## config.mk

```make
export PLATFORM = sky130hd
export DESIGN_NAME = uart_rx_ctrl
export DESIGN_NICKNAME = d
export VERILOG_FILES = /design/src/rtl/uart_rx_ctrl.sv
export SDC_FILE = /design/constraint.sdc
export NUM_CORES = 1
export LEC_CHECK = 0
export CORE_ASPECT_RATIO = 1.1
export CORE_MARGIN = 2
export CORE_UTILIZATION = 50
export DETAILED_ROUTE_END_ITERATION = 8
export HOLD_SLACK_MARGIN = 0.06
export PLACE_DENSITY = 0.8
export SLEW_MARGIN = 20
export SYNTH_ARGS = -nofsm -noshare
export SYNTH_HDL_FRONTEND = slang
export SYNTH_SLANG_ARGS = --single-unit
export TNS_END_PERCENT = 100
```

## constraint.sdc

```tcl
create_clock -name clk -period 2.65 [get_ports clk]
set_clock_uncertainty 0.2 [all_clocks]
set_input_delay 0.6625 -clock clk [delete_from_list [all_inputs] [get_ports clk]]
set_output_delay 0.6625 -clock clk [all_outputs]
set_load 0.1 [all_outputs]
```

## src/rtl/uart_rx_ctrl.sv

```systemverilog
// UART receive controller: oversample tick generator, enable/drain state machine,
// frame-end capture with stop-bit checking, and a first-word-fall-through receive FIFO.
module uart_rx_ctrl #(
  parameter int FIFO_DEPTH = 4,
  parameter int DIV_W      = 16
) (
  input  logic                          clk,
  input  logic                          reset,
  input  logic                          cfg_en,
  input  logic [DIV_W-1:0]              cfg_div,
  output logic                          o_clk_rx,
  input  logic                          i_rx_done,
  input  logic                          i_rx_stop_bit,
  input  logic [7:0]                    i_rx_data,
  output logic [7:0]                    o_data,
  output logic                          o_valid,
  input  logic                          i_ready,
  output logic [$clog2(FIFO_DEPTH):0]   o_count,
  output logic                          o_frame_err,
  output logic                          o_overrun,
  input  logic                          i_clr_err,
  output logic                          o_busy
);
  localparam int AW = $clog2(FIFO_DEPTH);
  localparam logic [AW:0] FULL_CNT = (AW+1)'(FIFO_DEPTH);

  typedef enum logic [1:0] {OFF, ARM, RUN, STOPPING} state_t;

  state_t           state;
  logic [DIV_W-1:0] tick_cnt;
  logic [DIV_W-1:0] div_q;
  logic [3:0]       arm_cnt;
  logic [7:0]       stop_cnt;
  logic             rx_done_p1;
  logic [7:0]       mem [FIFO_DEPTH];
  logic [AW-1:0]    wr_ptr;
  logic [AW-1:0]    rd_ptr;

  logic tick, frame_end, live, full, pop, accept, wr, set_ferr, set_ovr;

  assign tick      = (state != OFF) && (tick_cnt == div_q);
  assign o_clk_rx  = tick;
  assign o_busy    = (state != OFF);
  assign frame_end = rx_done_p1 && !i_rx_done;
  assign live      = (state == RUN) || (state == STOPPING);
  assign full      = (o_count == FULL_CNT);
  assign o_valid   = (o_count != '0);
  assign pop       = o_valid && i_ready;
  assign accept    = frame_end && live;
  // A pop in the same cycle frees the slot, so a full FIFO still takes the byte.
  assign wr        = accept && i_rx_stop_bit && (!full || pop);
  assign set_ferr  = accept && !i_rx_stop_bit;
  assign set_ovr   = accept && i_rx_stop_bit && full && !pop;
  assign o_data    = o_valid ? mem[rd_ptr] : 8'h00;

  // Divisor is latched only at wrap so a cfg_div change never truncates a period.
  always_ff @(posedge clk or negedge reset) begin
    if (!reset) begin
      state    <= OFF;
      tick_cnt <= '0;
      div_q    <= '0;
      arm_cnt  <= '0;
      stop_cnt <= '0;
    end else begin
      if (tick) begin
        tick_cnt <= '0;
        div_q    <= cfg_div;
      end else if (state != OFF) begin
        tick_cnt <= tick_cnt + 1'b1;
      end
      case (state)
        OFF: begin
          tick_cnt <= '0;
          div_q    <= cfg_div;
          arm_cnt  <= '0;
          if (cfg_en) state <= ARM;
        end
        ARM: begin
          if (!cfg_en) begin
            state    <= OFF;
            tick_cnt <= '0;
          end else if (tick) begin
            arm_cnt <= arm_cnt + 1'b1;
            if (arm_cnt == 4'd15) state <= RUN;
          end
        end
        RUN: begin
          stop_cnt <= '0;
          if (!cfg_en) state <= STOPPING;
        end
        STOPPING: begin
          if (cfg_en) begin
            state <= RUN;
          end else if (frame_end || (tick && stop_cnt == 8'd159)) begin
            state    <= OFF;
            tick_cnt <= '0;
          end else if (tick) begin
            stop_cnt <= stop_cnt + 1'b1;
          end
        end
        default: state <= OFF;
      endcase
    end
  end

  always_ff @(posedge clk or negedge reset) begin
    if (!reset) begin
      rx_done_p1  <= 1'b0;
      wr_ptr      <= '0;
      rd_ptr      <= '0;
      o_count     <= '0;
      o_frame_err <= 1'b0;
      o_overrun   <= 1'b0;
    end else begin
      rx_done_p1 <= i_rx_done;
      if (wr)  wr_ptr <= wr_ptr + 1'b1;
      if (pop) rd_ptr <= rd_ptr + 1'b1;
      case ({wr, pop})
        2'b10:   o_count <= o_count + 1'b1;
        2'b01:   o_count <= o_count - 1'b1;
        default: o_count <= o_count;
      endcase
      // A new error in the clearing cycle keeps the flag set.
      o_frame_err <= set_ferr | (o_frame_err & ~i_clr_err);
      o_overrun   <= set_ovr  | (o_overrun   & ~i_clr_err);
    end
  end

  always_ff @(posedge clk) begin
    if (wr) mem[wr_ptr] <= i_rx_data;
  end
endmodule

```

**Word-level counts from Yosys, hierarchy flattened**

Memories as Yosys holds them, arrays and structs flattened.
Cells that the tools add are included.

- $add $sub $neg: 7
- Reduce and logical (&&, ||, !) cells: 27
- Equal/unequal tests: 19
- Mux-type cells: 27
- Bitwise operators: 5

Operators with widths:

| kind | number |
|---|---|
| 16-bit 2-to-1 mux | 7 |
| 16-bit case mux with 3 select lines | 1 |
| 8-bit 2-to-1 mux | 4 |
| 16-bit by 1-bit adder with 16-bit output, second input constant | 1 |
| 16-bit equality test | 1 |
| 8-bit case mux with 2 select lines | 1 |
| 2-bit 2-to-1 mux | 7 |
| 2-bit inequality test, second input constant | 7 |
| 1-bit logical AND | 10 |
| 2-bit nonzero test | 5 |
| 8-bit by 1-bit adder with 8-bit output, second input constant | 1 |
| 8-bit equality test, second input constant | 1 |
| 4-bit 2-to-1 mux | 2 |
| 2-bit case mux with 4 select lines | 1 |
| 4-bit case mux with 2 select lines | 1 |
| 2-bit equality test, second input constant | 3 |
| 3-bit inequality test, second input constant | 2 |
| 3-bit case mux with 2 select lines | 1 |
| 5-bit AND reduction | 1 |
| 2-bit by 1-bit adder with 2-bit output, second input constant | 2 |
| 4-bit by 1-bit adder with 4-bit output, second input constant | 1 |
| 2-bit by 1-bit equality test with 1-bit output, second input constant | 2 |
| 4-bit equality test, second input constant | 1 |
| 1-bit logical NOT | 4 |
| 13 further kinds | 18 |

- Input port bits: 31
- Output and inout port bits: 16
- Memory bits (writable): 32
- Memories: 1
- Register bits after elaboration: 56
- Logic and storage cells: 97

Memories:

| memory | words | bits a word | read ports | clocked after Yosys merged registers in | wr ports | line | RTL |
|---|---|---|---|---|---|---|---|
| mem | 4 | 8 | 1 | 0 | 1 | 35 | `logic [7:0] mem [FIFO_DEPTH];` |

**Longest topological paths before layout**

Gate-level depths: netlist of the first run.

- Depth after elaboration: 7
- Depth in mapped cells: 7
- Mapped depth without buffers: 7

**Worst setup path after synthesis of the first run**

OpenSTA, ideal clock, no wires.

- Path type: register to output
- From: register o_count[1]
- To: output o_data[0]
- Cell stages (with the launch flop): 3
- Path slack: -923 ps
- Path buffers: 0
- Data required time: 1,788 ps
- Arrival: 2,711 ps
- Cells stage by stage: dfrtp_1 > nor3_1 > nor2b_1

- Word-level cells in the longest chain between the ends: 2

Ends and longest elaborated chain:

| item | line | RTL |
|---|---|---|
| start: declaration | 18 | `output logic [$clog2(FIFO_DEPTH):0] o_count,` |
| start signal: assignment | 119 | `2'b10: o_count <= o_count + 1'b1;` |
| start signal: assignment | 120 | `2'b01: o_count <= o_count - 1'b1;` |
| start signal: assignment | 121 | `default: o_count <= o_count;` |
| 3-bit nonzero test | 47 | `assign o_valid = (o_count != '0);` |
| 8-bit 2-to-1 mux | 54 | `assign o_data = o_valid ? mem[rd_ptr] : 8'h00;` |
| end: declaration | 15 | `output logic [7:0] o_data,` |

No other way between the ends.

**Worst setup path in the final report of the first run**

- From: register tick_cnt[4]
- To: output o_clk_rx

- Word-level cells in the longest chain between the ends: 2

Ends and longest elaborated chain:

| item | line | RTL |
|---|---|---|
| start: declaration | 30 | `logic [DIV_W-1:0] tick_cnt;` |
| start signal: assignment | 69 | `tick_cnt <= tick_cnt + 1'b1;` |
| 16-bit equality test | 41 | `assign tick = (state != OFF) && (tick_cnt == div_q);` |
| 1-bit logical AND | 41 |  |
| end: declaration | 11 | `output logic o_clk_rx,` |

No other way between the ends.

==> results of run 1 <==
[sequential cells by signal (all words and copies together) (netlist names), named ones only]
signal	cells
mem	32
div_q	16
tick_cnt	16
stop_cnt	8
arm_cnt	4
o_count	3
rd_ptr	2
wr_ptr	2
o_frame_err	1
o_overrun	1
rx_done_p1	1
state	1
[cell type report]
cell class / instances / area (µm²)
clock buffers: 9 / 124
clock inverters: 7 / 73.8
fillers: 610 / 2890
inverters: 17 / 67.6
multi-input cells: 220 / 1820
flip-flops and latches: 88 / 2380
well taps: 111 / 139
repair buffers: 68 / 790
[power by group through the flow]
stage	clock network (mW)	logic, mW	registers, mW
2_1_floorplan	0	1.21	1.73
3_3_place_gp	0	1.87	1.65
3_5_place_dp	0	1.90	1.66
4_1_cts	0.927	1.99	1.59
5_1_grt	0.983	2.11	1.62
6_report	0.907	2.03	1.60
[metal layers]
metal	global-route usage	vias up	routed length, µm
met3	0.0368	10	276
met4	0.0664	0	108
met5	0	-	0
met1	0.243	1449	3630
li1	-	1351	-
met2	0.308	59	3960
[worst reg2reg max path, delay by kind of cell (launching register included)]
kind / cells / cell delay [ns]
simple gates: 3 / 1.07
xor+xnor: 1 / 0.16
compound gates: 1 / 0.15
flops: 1 / 0.45
buf+inv: 1 / 0.26
[cells in the mapped netlist (2+ instances only)]
master      n
a211oi_1    2
a21oi_1    12
a31oi_1     2
and2_1      5
and3_1      4
and4_1      3
buf_2       4
clkbuf_1    4
dfrtp_1    56
edfxtp_1   32
ha_1        7
inv_1      16
mux2_1      6
mux2_4     10
mux2i_1     2
mux4_2      8
nand2_1    21
nand2b_1    3
nand3_1     6
nand4_1     6
nand4b_1    2
nor2_1     25
nor2b_1    11
nor3_1      5
nor4_1      3
nor4_2      5
nor4b_1     2
o2111ai_1   2
o211ai_1    3
o21ai_0     2
o21ai_1     5
o31ai_1     3
or4_1       5
xnor2_1    12
xor2_1     24
[worst paths after layout]
kind                                to  depth (start not counted)  slack [ns]
max reg2reg                stop_cnt[3]                          6        0.29
min in group clk              div_q[1]                          1        0.33
max in group asynchronous   o_count[2]                          2        1.91
min                        stop_cnt[3]                          2        0.08
min reg2reg                   div_q[1]                          1        0.33
max                           o_clk_rx                          5       -0.09
[cell families after synthesis]
family	after synthesis
mux	26
simple gates	109
fa+ha+maj	8
xor+xnor	36
buf+inv	27
compound gates	41
flops	88
[metrics by stage]
stage	cells	power [mW]	setup WS, ns	cell area, µm²
after floorplan	335	2.95	-0.265	4310
after global placement	499	3.52	0.0318	5100
after detailed placement	499	3.55	-0.103	5100
after CTS	519	4.51	-0.118	5350
after global routing	520	4.71	-0.174	5390
final	520	4.53	-0.0904	5390
[what timing repair did]
| action | CTS | global route |
|---|---|---|
| pin swaps | 3 | 4 |
| hold buffers | 0 | 0 |
| resized for setup | 3 | 5 |
| setup endpoints to repair | 10 | 4 |
| gates cloned | 0 | 1 |
| setup buffers | 4 | 0 |
==> out/metrics.yaml, run 1 <==
run_status:
  status: "finished with violations"
  violations: "negative setup slack"
detailed_routing:
  dr_total_vias: 2869
  postRouteAntennaNets: 0
  drt_drc_violations_left: 0
  drt-total-wl_um: 7970
  drt_iter0_markers: 177
  vias_per_cell: 5.52
  drtPass1Iterations: 4
  drt-wirelength-per-cell_um: 15.3
logic_synthesis:
  synth_seq_area_share: 0.561
  yosysTopAreaCellShare: 0.333
  syn_nets: 374
  syn_avg_cell_area_um2: 12.6
  synth_top_family_by_area: "simple AND/OR/NAND/NOR gates"
  synthesis.area_um2: 4210
  synth.largest_area_cell: "dfrtp_1"
  synth_simple_gate_area_frac: 0.146
  synth_fa_ha_area_frac: 0.0255
  yosys-top-cells-area: "dfrtp_1, edfxtp_1, xor2_1"
  synth_mux_area_frac: 0.0992
  synthXorXnorAreaFrac: 0.0749
  async_flop_share: 0.636
  yosysWarnings: 0
  syn_inst: 335
  synth_flop_cell: "dfrtp_1"
  synth-compound-area-share: 0.0657
  synth_cell_types: 52
  synth_enable_flop_cells: 32
  ys_seq_elements: 88
floorplanning:
  num_rows: 35
  ios: 47
  die_h_um: 100
  dieArea_um2: 9170
  start_util: 0.509
  fp.dieW_um: 91.5
  core_um2: 8280
place:
  place_congestion: 0.871
  port_buffers: 46
  dpl.hpwl_um: 5600
power:
  ir_drop_mv: 0.337
  p_clk_frac: 0.200
  p_int_mw: 2.69
  switching_power_mw: 1.84
  pwr-share-comb: 0.447
  switching_share: 0.406
  p_seq_frac: 0.353
  p_leak_nw: 2.18
  p_per_area_nw_per_um2: 841
sta:
  hold_viol_final: 0
  max-slew-margin-rel: 0.601
  tightestPinTransition_ns: 0.597
  min_period_ns: 2.74
  setup-tns-final_ns: -0.0904
  fmax_ghz: 0.365
  post-route-period-util: 1.03
  worst_slack_ns: -0.0904
  hold_slack_ns: 0.0789
  setup-violations-final: 1
  drv_slew: 0
  rsz0062_at_grt: "true"
clock_tree:
  numCtsBuffers: 9
  clkTransAtPathRegs_ns: 0.10
  htree_num_levels: 3
  clk_latency_ns: 0.37
  clock-root-buffer: "clkbuf_8"
  cts_tree: "done"
  cts_sinks: 88
  clk_path_buf_depth: 2
layout:
  final_common_cell: "dfrtp_1"
  final_cell_mix: "dfrtp_1, edfxtp_1, clkdlybuf4s50_1"
  final_nets: 443
  area_delta_synth_final_pct: 27.9
  insertedDiodeCount: 0
  drive_gt1_frac: 0.244
  utilization: 0.651
setup_path:
  start_kind: "register"
  critPathTopFamily: "simple AND/OR/NAND/NOR gates"
  crit_arrival_ns: 1.88
  slowest_delay_ns: 0.45
  crit_slowest_cell: "dfrtp_2"
  r2r-start: "tick_cnt[4]"
  endpoint_kind: "output port"
  required_ns: 1.79
  crit_path_start: "tick_cnt[4]"
  cp_max_fo: 5
  worstPathCellList: "xor2_1 > nor4_2 > nand4_1 > nor2_4 > buf_12"
  crit_buf_inv: 1
  crit_type: "reg2out"
run:
  maxCapViolCount: 0
hold_path:
  hp-class: "in2async"
global_routing:
  grt_pass1_wl_um: 13400
  grt_max_degree: 57
  overflow: 0
  antenna_found_initial: 0
  grt_pass1_vias: 2878
  grt_usage: 0.185
Power figures use the tool's default switching activity.
==> run 2, diff against run 1 <==
- CAP_MARGIN: default -> 10
==> results of run 2 <==
Final layout, timing and power as in run 1 (identical DEF).
==> run 3, diff against run 2 <==
- CORE_UTILIZATION: 50 -> 54
- PLACE_DENSITY: 0.8 -> 0.82
- clock period: 2.65 -> 2.8 ns (I/O delays scaled with it)
==> out/metrics.yaml, run 3 (synthesis results as in run 1) <==
sta:
  hold_viol_final: 0
  setup-tns-final_ns: 0
  fmax_ghz: 0.361
  max-slew-margin-rel: 0.605
  post-route-period-util: 0.988
  rsz0062_at_grt: "true"
  setup-violations-final: 0
  drv_slew: 0
  tightestPinTransition_ns: 0.592
  min_period_ns: 2.77
detailed_routing:
  drt_iter0_markers: 240
  vias_per_cell: 5.59
  drt-total-wl_um: 8190
  drt_drc_violations_left: 0
  postRouteAntennaNets: 0
  dr_total_vias: 2853
  drt-wirelength-per-cell_um: 16.1
  drtPass1Iterations: 4
place:
  place_area_um2: 4990
  place_congestion: 0.902
  dpl.hpwl_um: 5970
  dp_cells: 489
  port_buffers: 46
run:
  maxCapViolCount: 0
layout:
  largestRegisters: "mem x32, div_q x16, tick_cnt x16"
  largest_reg_flops: 32
  final_common_cell: "dfrtp_1"
  final_nets: 439
  fin_area_um2: 5250
  area_delta_synth_final_pct: 24.6
  final_cell_count_no_fill: 510
  drive_gt1_frac: 0.222
  final_cell_mix: "dfrtp_1, edfxtp_1, clkdlybuf4s50_1"
  insertedDiodeCount: 0
  top_register: "mem"
floorplanning:
  num_rows: 33
  dieArea_um2: 8520
  ios: 47
  fp.dieW_um: 88.2
  start_util: 0.560
  die_h_um: 96.6
  core_um2: 7510
clock_tree:
  clk_path_buf_depth: 2
  cts_hold_buf: 0
  numCtsBuffers: 9
  cts_tree: "done"
  htree_num_levels: 3
  cts_sinks: 88
  clock-root-buffer: "clkbuf_8"
  clkTransAtPathRegs_ns: 0.09
  clk_latency_ns: 0.36
global_routing:
  grt_pass1_vias: 2864
  grt_usage: 0.209
  grt_pass1_wl_um: 13800
  grt_max_degree: 34
  antenna_found_initial: 0
  overflow: 0
setup_path:
  worstPathCellList: "xor2_1 > nor4_2 > buf_4 > nand4_1 > nor2_4 > buf_12"
  slowest_delay_ns: 0.45
  required_ns: 1.90
  crit_slowest_cell: "dfrtp_2"
  cp_max_fo: 4
  crit_type: "reg2out"
  crit_arrival_ns: 1.87
  endpoint_kind: "output port"
  start_kind: "register"
  crit_buf_inv: 2
  critPathTopFamily: "simple AND/OR/NAND/NOR gates"
run_status:
  status: "finished clean"
power:
  p_leak_nw: 2.12
  p_per_area_nw_per_um2: 803
  power.total_mw: 4.21
  ir_drop_mv: 0.486
hold_path:
  hp-class: "in2async"
==> run 3: changes by cell type in the layout (fill, tap and decap cells not counted), sizes merged <==
cell      before  now
bufinv         0    2
inv           19   17
clkinv         4    2
buf           38   35
clkinvlp       1    2
==> run 3: worst paths after layout <==
check                                  from           to  slack [ns]  depth (start not counted)
worst max-delay path            tick_cnt[1]     o_clk_rx        0.03                          6
worst min-delay path                  reset    div_q[10]        0.13                          1
worst max register to register  tick_cnt[1]  stop_cnt[6]        0.41                          7
worst min register to register  o_frame_err  o_frame_err        0.30                          1
max in group asynchronous             reset  tick_cnt[1]        1.69                          2
min in group clk                o_frame_err  o_frame_err        0.30                          1
==> run 3: power by group <==
| group | internal, mW | leakage [nW] | total, mW | switching [mW] |
|---|---|---|---|---|
| logic | 0.672 | 1.04 | 1.77 | 1.09 |
| registers | 1.40 | 0.981 | 1.50 | 0.0980 |
| clock network | 0.500 | 0.102 | 0.947 | 0.447 |
| total | 2.57 | 2.12 | 4.21 | 1.64 |
==> run 3: final cells by class <==
cell class / count / area (µm²)
clock buffers: 10 / 128
clock inverters: 6 / 85.1
fillers: 537 / 2270
inverters: 17 / 63.8
multi-input cells: 220 / 1770
flip-flops and latches: 88 / 2370
well taps: 105 / 131
repair buffers: 64 / 701
==> run 3: per-layer routing <==
| layer | GRT usage | wire length (µm) | vias up |
|---|---|---|---|
| li1 | - | - | 1344 |
| met1 | 0.297 | 3670 | 1419 |
| met2 | 0.324 | 4000 | 77 |
| met3 | 0.0282 | 334 | 13 |
| met4 | 0.0851 | 188 | 0 |
| met5 | 0 | 0 | - |
==> run 3: what timing repair did <==
action                     4_1_cts  5_1_grt
setup endpoints to repair        1        2
setup buffers                    4        1
pin swaps                        3        1
gates resized for setup          0        2
cloned                           0        0
==> run 3: per-stage QoR <==
step / util / setup WS [ns] / hold WS, ns
2_1_floorplan: - / -0.132 / 0.204
3_3_place_gp: 0.665 / 0.112 / 0.282
3_5_place_dp: 0.665 / -0.0246 / 0.287
4_1_cts: 0.697 / 0.00934 / 0.139
5_1_grt: 0.698 / -0.0999 / 0.164
6_report: 0.698 / 0.0334 / 0.130
==> run 3: worst register-to-register path: stages (launching register included) <==
cell and delay [ns]:
dfrtp_2 0.45, xor2_1 0.17, nor4_2 0.22, buf_4 0.17, nand4_1 0.17, buf_4 0.26, or4_1 0.51, a21oi_1 0.16
